**src/rtl/keccak_rc_lfsr_gen.sv**
```systemverilog
// Keccak-f[1600] iota round-constant generator driven by the rc(t) LFSR.
// Emits NUM_ROUNDS constants per start on a valid/ready handshake, tagged with ROM-style indices.
module keccak_rc_lfsr_gen #(
  parameter int unsigned NUM_ROUNDS = 24
) (
  input  logic        clk,
  input  logic        reset,
  input  logic        start,
  input  logic        rc_ready,
  output logic        rc_valid,
  output logic [63:0] rc_out,
  output logic [4:0]  round_index,
  output logic        busy,
  output logic        done
);

  typedef enum logic [1:0] {IDLE, GEN, HOLD} state_e;

  localparam logic [4:0] LAST_IR = 5'(NUM_ROUNDS - 1);

  state_e      state_q;
  logic [7:0]  lfsr_q;
  logic [2:0]  j_q;
  logic [4:0]  ir_q;
  logic [63:0] acc_q;
  logic [63:0] acc_d;
  logic [63:0] rc_q;
  logic [4:0]  idx_q;
  logic        valid_q;
  logic        done_q;

  function automatic logic [7:0] lfsr_step(input logic [7:0] r);
    lfsr_step = {r[6:0], 1'b0} ^ (r[7] ? 8'h71 : 8'h00);
  endfunction

  // rc bit j of a round lands at bit position 2^j - 1
  function automatic logic [5:0] bit_pos(input logic [2:0] j);
    case (j)
      3'd0:    bit_pos = 6'd0;
      3'd1:    bit_pos = 6'd1;
      3'd2:    bit_pos = 6'd3;
      3'd3:    bit_pos = 6'd7;
      3'd4:    bit_pos = 6'd15;
      3'd5:    bit_pos = 6'd31;
      default: bit_pos = 6'd63;
    endcase
  endfunction

  always_comb begin
    acc_d = acc_q;
    acc_d[bit_pos(j_q)] = lfsr_q[0];
  end

  always_ff @(posedge clk) begin
    if (reset) begin
      state_q <= IDLE;
      lfsr_q  <= 8'h01;
      j_q     <= 3'd0;
      ir_q    <= 5'd0;
      acc_q   <= 64'd0;
      rc_q    <= 64'd0;
      idx_q   <= 5'd0;
      valid_q <= 1'b0;
      done_q  <= 1'b0;
    end else begin
      done_q <= 1'b0;
      case (state_q)
        IDLE: begin
          if (start) begin
            state_q <= GEN;
            lfsr_q  <= 8'h01;
            j_q     <= 3'd0;
            ir_q    <= 5'd0;
            acc_q   <= 64'd0;
          end
        end
        GEN: begin
          acc_q  <= acc_d;
          lfsr_q <= lfsr_step(lfsr_q);
          j_q    <= j_q + 3'd1;
          if (j_q == 3'd6) begin
            state_q <= HOLD;
            rc_q    <= acc_d;
            idx_q   <= ir_q + 5'd1;
            valid_q <= 1'b1;
          end
        end
        HOLD: begin
          // LFSR keeps running across rounds; only the accumulator restarts
          if (valid_q && rc_ready) begin
            valid_q <= 1'b0;
            if (ir_q == LAST_IR) begin
              state_q <= IDLE;
              done_q  <= 1'b1;
            end else begin
              state_q <= GEN;
              ir_q    <= ir_q + 5'd1;
              j_q     <= 3'd0;
              acc_q   <= 64'd0;
            end
          end
        end
        default: state_q <= IDLE;
      endcase
    end
  end

  assign rc_valid    = valid_q;
  assign rc_out      = rc_q;
  assign round_index = idx_q;
  assign busy        = (state_q != IDLE);
  assign done        = done_q;

endmodule

```
**config.mk**
```make
export PLATFORM = sky130hd
export DESIGN_NAME = keccak_rc_lfsr_gen
export DESIGN_NICKNAME = d
export VERILOG_FILES = /design/src/rtl/keccak_rc_lfsr_gen.sv
export SDC_FILE = /design/constraint.sdc
export NUM_CORES = 1
export LEC_CHECK = 0
export CAP_MARGIN = 10
export CORE_ASPECT_RATIO = 1.5
export CORE_MARGIN = 5
export CORE_UTILIZATION = 44
export CTS_CLUSTER_DIAMETER = 150
export CTS_CLUSTER_SIZE = 12
export DETAILED_ROUTE_END_ITERATION = 7
export PLACE_DENSITY = 0.76
export SLEW_MARGIN = 20
export SYNTH_ARGS = -nofsm -noshare
export SYNTH_HDL_FRONTEND = slang
export SYNTH_SLANG_ARGS = --single-unit
```
**constraint.sdc**
```tcl
create_clock -name clk -period 2.2 [get_ports clk]
set_input_delay 0.66 -clock clk [delete_from_list [all_inputs] [get_ports clk]]
set_output_delay 0.66 -clock clk [all_outputs]
set_load 0.05 [all_outputs]
```
== Yosys cells after proc, flatten, opt, wreduce, memory -nomap -nowiden ==
Index checks and enable logic that the tools add are counted.

* Add/subtract/negate cells: 2
* Order comparisons: 2
* Eq/ne operators: 13
* Muxes and demuxes: 28
* Bitwise logic cells: 3
* Reduce and logical (&&, ||, !) cells: 16

{| class="wikitable"
|+ Operator list
! operator !! number
|-
| 2-to-1 mux 64 bit || 3
|-
| case mux 64 bit (3 select lines) || 1
|-
| bitwise mux 64 bit || 1
|-
| case mux 6 bit (6 select lines) || 1
|-
| case mux 8 bit (2 select lines) || 1
|-
| 2-to-1 mux 5 bit || 3
|-
| case mux 5 bit (2 select lines) || 1
|-
| == test 3 bit (second input constant) || 3
|-
| 2-to-1 mux 3 bit || 3
|-
| case mux 3 bit (3 select lines) || 1
|-
| 2-to-1 mux 8 bit || 1
|-
| != test 2 bit (second input constant) || 4
|-
| AND reduction 4 bit || 2
|-
| nonzero test 2 bit || 4
|-
| bitwise XOR 8 x 7 -> 8 bit || 1
|-
| < comparator 6 x 7 -> 1 bit (second input constant) || 1
|-
| 2-to-1 mux 7 bit || 1
|-
| demux 1 bit (select 6 bit) || 1
|-
| == test 3 x 2 -> 1 bit (second input constant) || 2
|-
| greater-or-equal comparator 6 x 1 -> 1 bit (second input constant) || 1
|-
| 2-to-1 mux 2 bit || 3
|-
| case mux 2 bit (3 select lines) || 1
|-
| AND reduction 3 bit || 2
|-
| adder 5 x 1 -> 5 bit (second input constant) || 1
|-
| 14 further kinds || 21
|}

* Register bits: 153
* Bits of input ports: 4
* Output and inout bits: 72
* Word-level logic and storage cells: 73

== Logic depth before layout (Yosys ltp) ==
Gate-level depths: netlist of the first run.

* Word-level depth: 8
* Gate-level depth with buffers: 8
* Depth with buffers taken out: 6

== Worst setup path after synthesis of the first run ==
No wires, ideal clock.

* Path type: register -> register
* From: register valid_q (netlist: rc_valid)
* To: register acc_q[10]
* Arrival time: 1672 ps
* Data required time: 2087 ps
* Slack: 415 ps
* Stages on the path, launching flop included: 7
* Period minus slack after synthesis: 1785 ps
* Path through: dfxtp_1 > nand3_1 > a221oi_4 > nor2_2 > buf_6 > buf_6 > and2_4

* Word-level cells in the longest chain between the ends: 3

{| class="wikitable"
|+ Ends and longest elaborated chain
! item !! RTL line !! source
|-
| from (decl) || 29 || <nowiki>logic valid_q;</nowiki>
|-
| from (signal assigned) || 63 || <nowiki>valid_q <= 1'b0;</nowiki>
|-
| from (signal assigned) || 85 || <nowiki>valid_q <= 1'b1;</nowiki>
|-
| from (signal assigned) || 91 || <nowiki>valid_q <= 1'b0;</nowiki>
|-
| logical AND 1 bit || 90 || <nowiki>if (valid_q && rc_ready) begin</nowiki>
|-
| != test 2 bit (no source line) || -- ||
|-
| AND reduction 4 bit (no source line) || -- ||
|-
| to (signal assigned) || 74 || <nowiki>acc_q <= 64'd0;</nowiki>
|-
| to (signal assigned) || 78 || <nowiki>acc_q <= acc_d;</nowiki>
|-
| to (signal assigned) || 99 || <nowiki>acc_q <= 64'd0;</nowiki>
|-
| to (decl) || 25 || <nowiki>logic [63:0] acc_q;</nowiki>
|}

No other way between the ends.
A chain may end at the register's enable or synchronous reset.

== Worst setup path after layout of the first run ==
* From: register state_q[1]
* To: output port busy

* Word-level cells in the longest chain between the ends: 1

{| class="wikitable"
|+ Ends and longest elaborated chain
! item !! RTL line !! source
|-
| from (decl) || 21 || <nowiki>state_e state_q;</nowiki>
|-
| from (signal assigned) || 56 || <nowiki>state_q <= IDLE;</nowiki>
|-
| from (signal assigned) || 70 || <nowiki>state_q <= GEN;</nowiki>
|-
| from (signal assigned) || 82 || <nowiki>state_q <= HOLD;</nowiki>
|-
| nonzero test 2 bit || 111 || <nowiki>assign busy = (state_q != IDLE);</nowiki>
|-
| to (decl) || 13 || <nowiki>output logic busy,</nowiki>
|}

No other way between the ends.

==> reports/results.tsv, run 1 <==
metric	value	unit
timing.hold.ws	0.448	ns
wire_per_inst	13.3	µm
drt-vias-per-instance	4.92	
io_buffers	75	
min_period	2.04	ns
chipWidth	99.3	µm
fillers	1068	
max_slew_margin	0.663	
max_freq	490	MHz
initial_utilization	0.443	
grt_max_degree	78	
ir_drop	0.495	mV
htreeDepth	4	
grt_pass1_wl	17800	µm
slowest_stage	dfxtp_1	
synth_area_per_cell	9.37	µm²
critPathRequiredTime	1.54	ns
clock_latency	0.42	ns
hold_class	reg2reg	
die_area	14300	µm²
critPathKind	reg2out	
synthAdderAreaFrac	0.0143	
synth_seq_cells	153	
dpl.hpwl	7180	µm
clockBufferDepth	2	
drc	0	
yosysUniqueCellTypes	40	
ys_dominant_reg_cell	dfxtp_1	
synth.area.mux_share	0.0135	
cts_made_buffers	17	
cts_root_buffer	clkbuf_16	
final-hold-violation-count	0	
worst-slew-pin-transition	0.507	ns
synth_edf_count	0	
numClockSinks	153	
min_period_over_period	0.928	
path_clk_slew	0.06	ns
p_per_area	883	nW/µm²
critPathLaunchType	flip-flop	
critPathBufInv	1	
setup.worst_path.start	state_q[1]	
fin_nets	640	
vias	3918	
cts_tree	done	
slowest_delay	0.43	ns
drt_iter0_markers	160	
antenna_found_initial	0	
netlist_area	5270	µm²
track_usage	0.154	
synth_nets	572	
drv_slew	0	
ff2ff_setup_slack	0.40	ns
stdcell_area	6670	µm²
synth-xor-area-share	0.00998	
fin_util	0.560	
critical_path.max_fanout	12	
num_io_pins	76	
grt-ovfl-total	0	
fin_skew	0.0146	ns
outcome	complete, no violations	
ys_warn_count	0	
gp_congestion	0.762	
first_pass_iters	4	
synth-compound-area-share	0.125	
crit_family	flip-flops	
arrival	1.38	ns
routed_wl	10600	µm
core	11900	µm²
path_cells	or2_2 -> buf_12	
seq_area_frac_synth	0.581	
ant_nets	0	
dp_slack	-0.0404	ns
setup_slack	0.158	ns
final_cells	796	
worstHoldStart	acc_q[44]	
n_antenna_cell	0	
hold_buffers	0	
synth_top_family_by_area	simple AND/OR/NAND/NOR gates	
dp.cells	764	
setup_viol	0	
grt_pass1_vias	3913	
rsz0062_at_grt	no	
layout-drive-gt1-share	0.117	
die_h	144	µm
r2r_start	ir_q[0]	
place_area	6140	µm²
max_cap_violations	0	
synthSimpleGateAreaFrac	0.213	
async_flop_share	0	
synth_cells	562	
p_leak	0.00276	µW
syn_to_final_growth	26.6	%
cp-end-kind	output pin	
rows	49	
cell type report:
class	count	area, µm²	area share
timing repair buffer	88	797	0.120
clock inverter	11	148	0.0221
clock buffer	21	450	0.0676
multi-input combinational	361	1980	0.297
inverter	9	33.8	0.00507
tap	153	191	0.0287
sequential	153	3060	0.459
worst min-delay path, stage by stage (launching register included):
cell,delay (ns)
dfxtp_1,0.30
nand2_1,0.05
a21oi_1,0.05
final timing paths:
path / to / depth (start not counted)
max reg2reg: acc_q[18] / 6
min: rc_out[44] / 2
max: busy / 2
min reg2reg: rc_out[44] / 2
where the power goes:
group          internal (µW)  total (µW)  switching [µW]
Clock                   1810        2910            1100
Sequential              2780        2800            13.8
Combinational           68.8         181             112
sequential cells by signal (all words and copies together) (netlist names):
register,cells
acc_q,64
done,1
ir_q,5
j_q,3
lfsr_q,8
rc_out,64
rc_valid,1
round_index,5
state_q,2
cell families after synthesis:
group,count (synthesis)
AO/OA/AOI/OAI,106
XOR/XNOR,6
adder cells (fa/ha/maj),6
buffers and inverters,48
flip-flops,153
multiplexers,7
AND/OR/NAND/NOR,236
per-layer routing:
layer  routed length, µm  global-route usage
met2                5640               0.283
met1                4320               0.164
met5                   0                   0
met3                 399              0.0458
met4                 218              0.0604
cell usage after synthesis (2+ instances only):
cell | count | area share
dfxtp_1 | 153 | 0.58
nand2_1 | 131 | 0.093
a21oi_1 | 67 | 0.064
and2_1 | 49 | 0.058
clkbuf_1 | 24 | 0.017
nor2_1 | 22 | 0.016
a211oi_1 | 10 | 0.014
a22oi_1 | 10 | 0.014
and2_4 | 10 | 0.017
inv_1 | 9 | 0.0064
buf_2 | 8 | 0.0076
ha_1 | 6 | 0.014
mux2i_1 | 6 | 0.011
buf_4 | 4 | 0.0057
nand3_1 | 4 | 0.0038
nor3_1 | 4 | 0.0038
o22ai_1 | 4 | 0.0047
o2bb2ai_1 | 4 | 0.0067
xor2_1 | 4 | 0.0067
a22o_1 | 3 | 0.0050
buf_6 | 3 | 0.0064
nand2b_1 | 3 | 0.0036
nor2b_1 | 3 | 0.0036
nand3b_1 | 2 | 0.0028
nand4b_1 | 2 | 0.0033
nor2_2 | 2 | 0.0024
xnor2_1 | 2 | 0.0033
stage by stage:
stage	total power (µW)	TNS (ns)
after global placement	3030	-0.0250
final	5890	0
after floorplan	2970	0
after CTS	5940	0
after detailed placement	3040	-1.36
after global routing	6090	0
cell usage in the layout, fill, tap and decap left out, drive strengths merged, types with 6 or more instances in the layout:
master	instances
buf	29
dlygate4sd2	57
clkbuf	21
dfxtp	153
and2	59
a211oi	10
inv	9
mux2i	6
nand2	131
nor2	24
a22oi	10
a21oi	67
ha	6
repair_timing:
item,CTS,global route
gates resized for setup,57,0
endpoints found under the setup margin,57,0
buffers inserted,0,0
Note: power is estimated with default switching activity, not from simulation.
==> inputs of run 2 (changes only) <==
--- a/config.mk
+++ b/config.mk
@@ -13,6 +13,7 @@
 export CTS_CLUSTER_SIZE = 12
 export DETAILED_ROUTE_END_ITERATION = 7
 export PLACE_DENSITY = 0.76
+export SKIP_CTS_REPAIR_TIMING = 1
 export SLEW_MARGIN = 20
 export SYNTH_ARGS = -nofsm -noshare
 export SYNTH_HDL_FRONTEND = slang
==> constraint.sdc (replaced) <==
create_clock -name clk -period 2.17 [get_ports clk]
set_input_delay 0.651 -clock clk [delete_from_list [all_inputs] [get_ports clk]]
set_output_delay 0.651 -clock clk [all_outputs]
set_load 0.05 [all_outputs]
==> run 2 against run 1 <==
Against the previous run: non-clock buffer count is the same; global-route usage grew 0.41 points; power grew 2.8%; count of clock-buffer cells in the layout shrank 1; hold slack lost 0.00090 ns; sequential share of layout area shrank 1.5 points; core utilization grew 1.9 points; register-to-register slack lost 0.05 ns; critical endpoint unchanged.
==> reports/results.tsv, run 2 (synthesis gave the netlist of run 1 again) <==
metric	value	unit
outcome	complete, no violations	
setup_viol	0	
hold_class	reg2reg	
drc	0	
grt_pass1_wl	18300	µm
critPathLaunchType	flip-flop	
final-hold-violation-count	0	
p_per_area	878	nW/µm²
dpl.hpwl	7180	µm
core	11900	µm²
max_freq	490	MHz
chipWidth	99.3	µm
io_buffers	75	
cts_made_buffers	17	
syn_to_final_growth	30.8	%
drt-vias-per-instance	4.88	
ant_nets	0	
cp-end-kind	output pin	
fin_nets	640	
max_slew_margin	0.642	
power	6050	µW
htreeDepth	4	
routed_wl	10800	µm
arrival	1.39	ns
cts_tree	done	
clockBufferDepth	2	
cts_root_buffer	clkbuf_16	
drv_slew	0	
max_cap_violations	0	
layout_commonest_cell	dfxtp_1	
worst-slew-pin-transition	0.537	ns
gp_congestion	0.763	
ir_drop	0.567	mV
fin_skew	0.00976	ns
critical_path.max_fanout	12	
die_area	14300	µm²
die_h	144	µm
layout-drive-gt1-share	0.115	
min_period	2.04	ns
initial_utilization	0.443	
min_period_over_period	0.940	
vias	3876	
rows	49	
critPathRequiredTime	1.52	ns
p_leak	0.00355	µW
drt_iter0_markers	133	
grt-ovfl-total	0	
grt_max_degree	78	
fillers	1030	
clock_latency	0.41	ns
num_io_pins	76	
n_antenna_cell	0	
numClockSinks	153	
grt_pass1_vias	3997	
fin_util	0.579	
rsz0062_at_grt	no	
first_pass_iters	4	
path_clk_slew	0.06	ns
track_usage	0.158	
antenna_found_initial	0	
final_cell_mix	dfxtp_1, nand2_1, a21oi_1, dlymetal6s2s_1, and2_1	
critPathKind	reg2out	
wire_per_inst	13.5	µm
[run 2: final timing paths]
| check | start | endpoint | slack [ns] | cells past startpoint |
|---|---|---|---|---|
| hold / removal | acc_q[30] | rc_out[30] | 0.45 | 2 |
| setup reg to reg | ir_q[0] | acc_q[18] | 0.35 | 6 |
| hold reg to reg | acc_q[30] | rc_out[30] | 0.45 | 2 |
| setup / recovery | state_q[1] | busy | 0.13 | 2 |
[run 2: power breakdown]
| group | total (µW) | internal [µW] | switching (µW) |
|---|---|---|---|
| registers | 2830 | 2820 | 14.0 |
| clock network | 3030 | 1920 | 1110 |
| logic | 183 | 69.7 | 113 |
[run 2: final cells by class]
| type | instances | area [µm²] | share of cell area |
|---|---|---|---|
| timing repair buffer | 88 | 1010 | 0.147 |
| inverter | 9 | 33.8 | 0.00490 |
| clock buffer | 20 | 437 | 0.0634 |
| sequential | 153 | 3060 | 0.444 |
| tap | 153 | 191 | 0.0278 |
| multi-input combinational | 361 | 1980 | 0.288 |
| clock inverter | 11 | 173 | 0.0251 |
[run 2: worst max-delay path, stage by stage, from the launching register on]
cell	delay (ns)
dfxtp_1	0.43
or2_2	0.39
buf_12	0.16
[run 2: metal layers]
layer | up-vias | GRT usage | share of wire | wire (µm)
li1 | 1980 | - | - | -
met1 | 1797 | 0.173 | 0.41 | 4460
met3 | 21 | 0.0434 | 0.040 | 435
met5 | - | 0 | 0 | 0
met2 | 78 | 0.283 | 0.52 | 5610
met4 | 0 | 0.0698 | 0.024 | 261
[run 2: metrics by stage]
stage / setup TNS (ns) / std cells / worst slack, ns / area (µm²) / hold WS, ns
after floorplan: 0 / 562 / 0.385 / 5270 / 0.427
after global placement: -1.16 / 764 / -0.0273 / 6140 / 0.437
after global routing: 0 / 795 / 0.0772 / 6890 / 0.465
after detailed placement: -2.62 / 764 / -0.0622 / 6140 / 0.440
after CTS: -2.71 / 795 / -0.119 / 6750 / 0.451
final: 0 / 795 / 0.131 / 6890 / 0.447
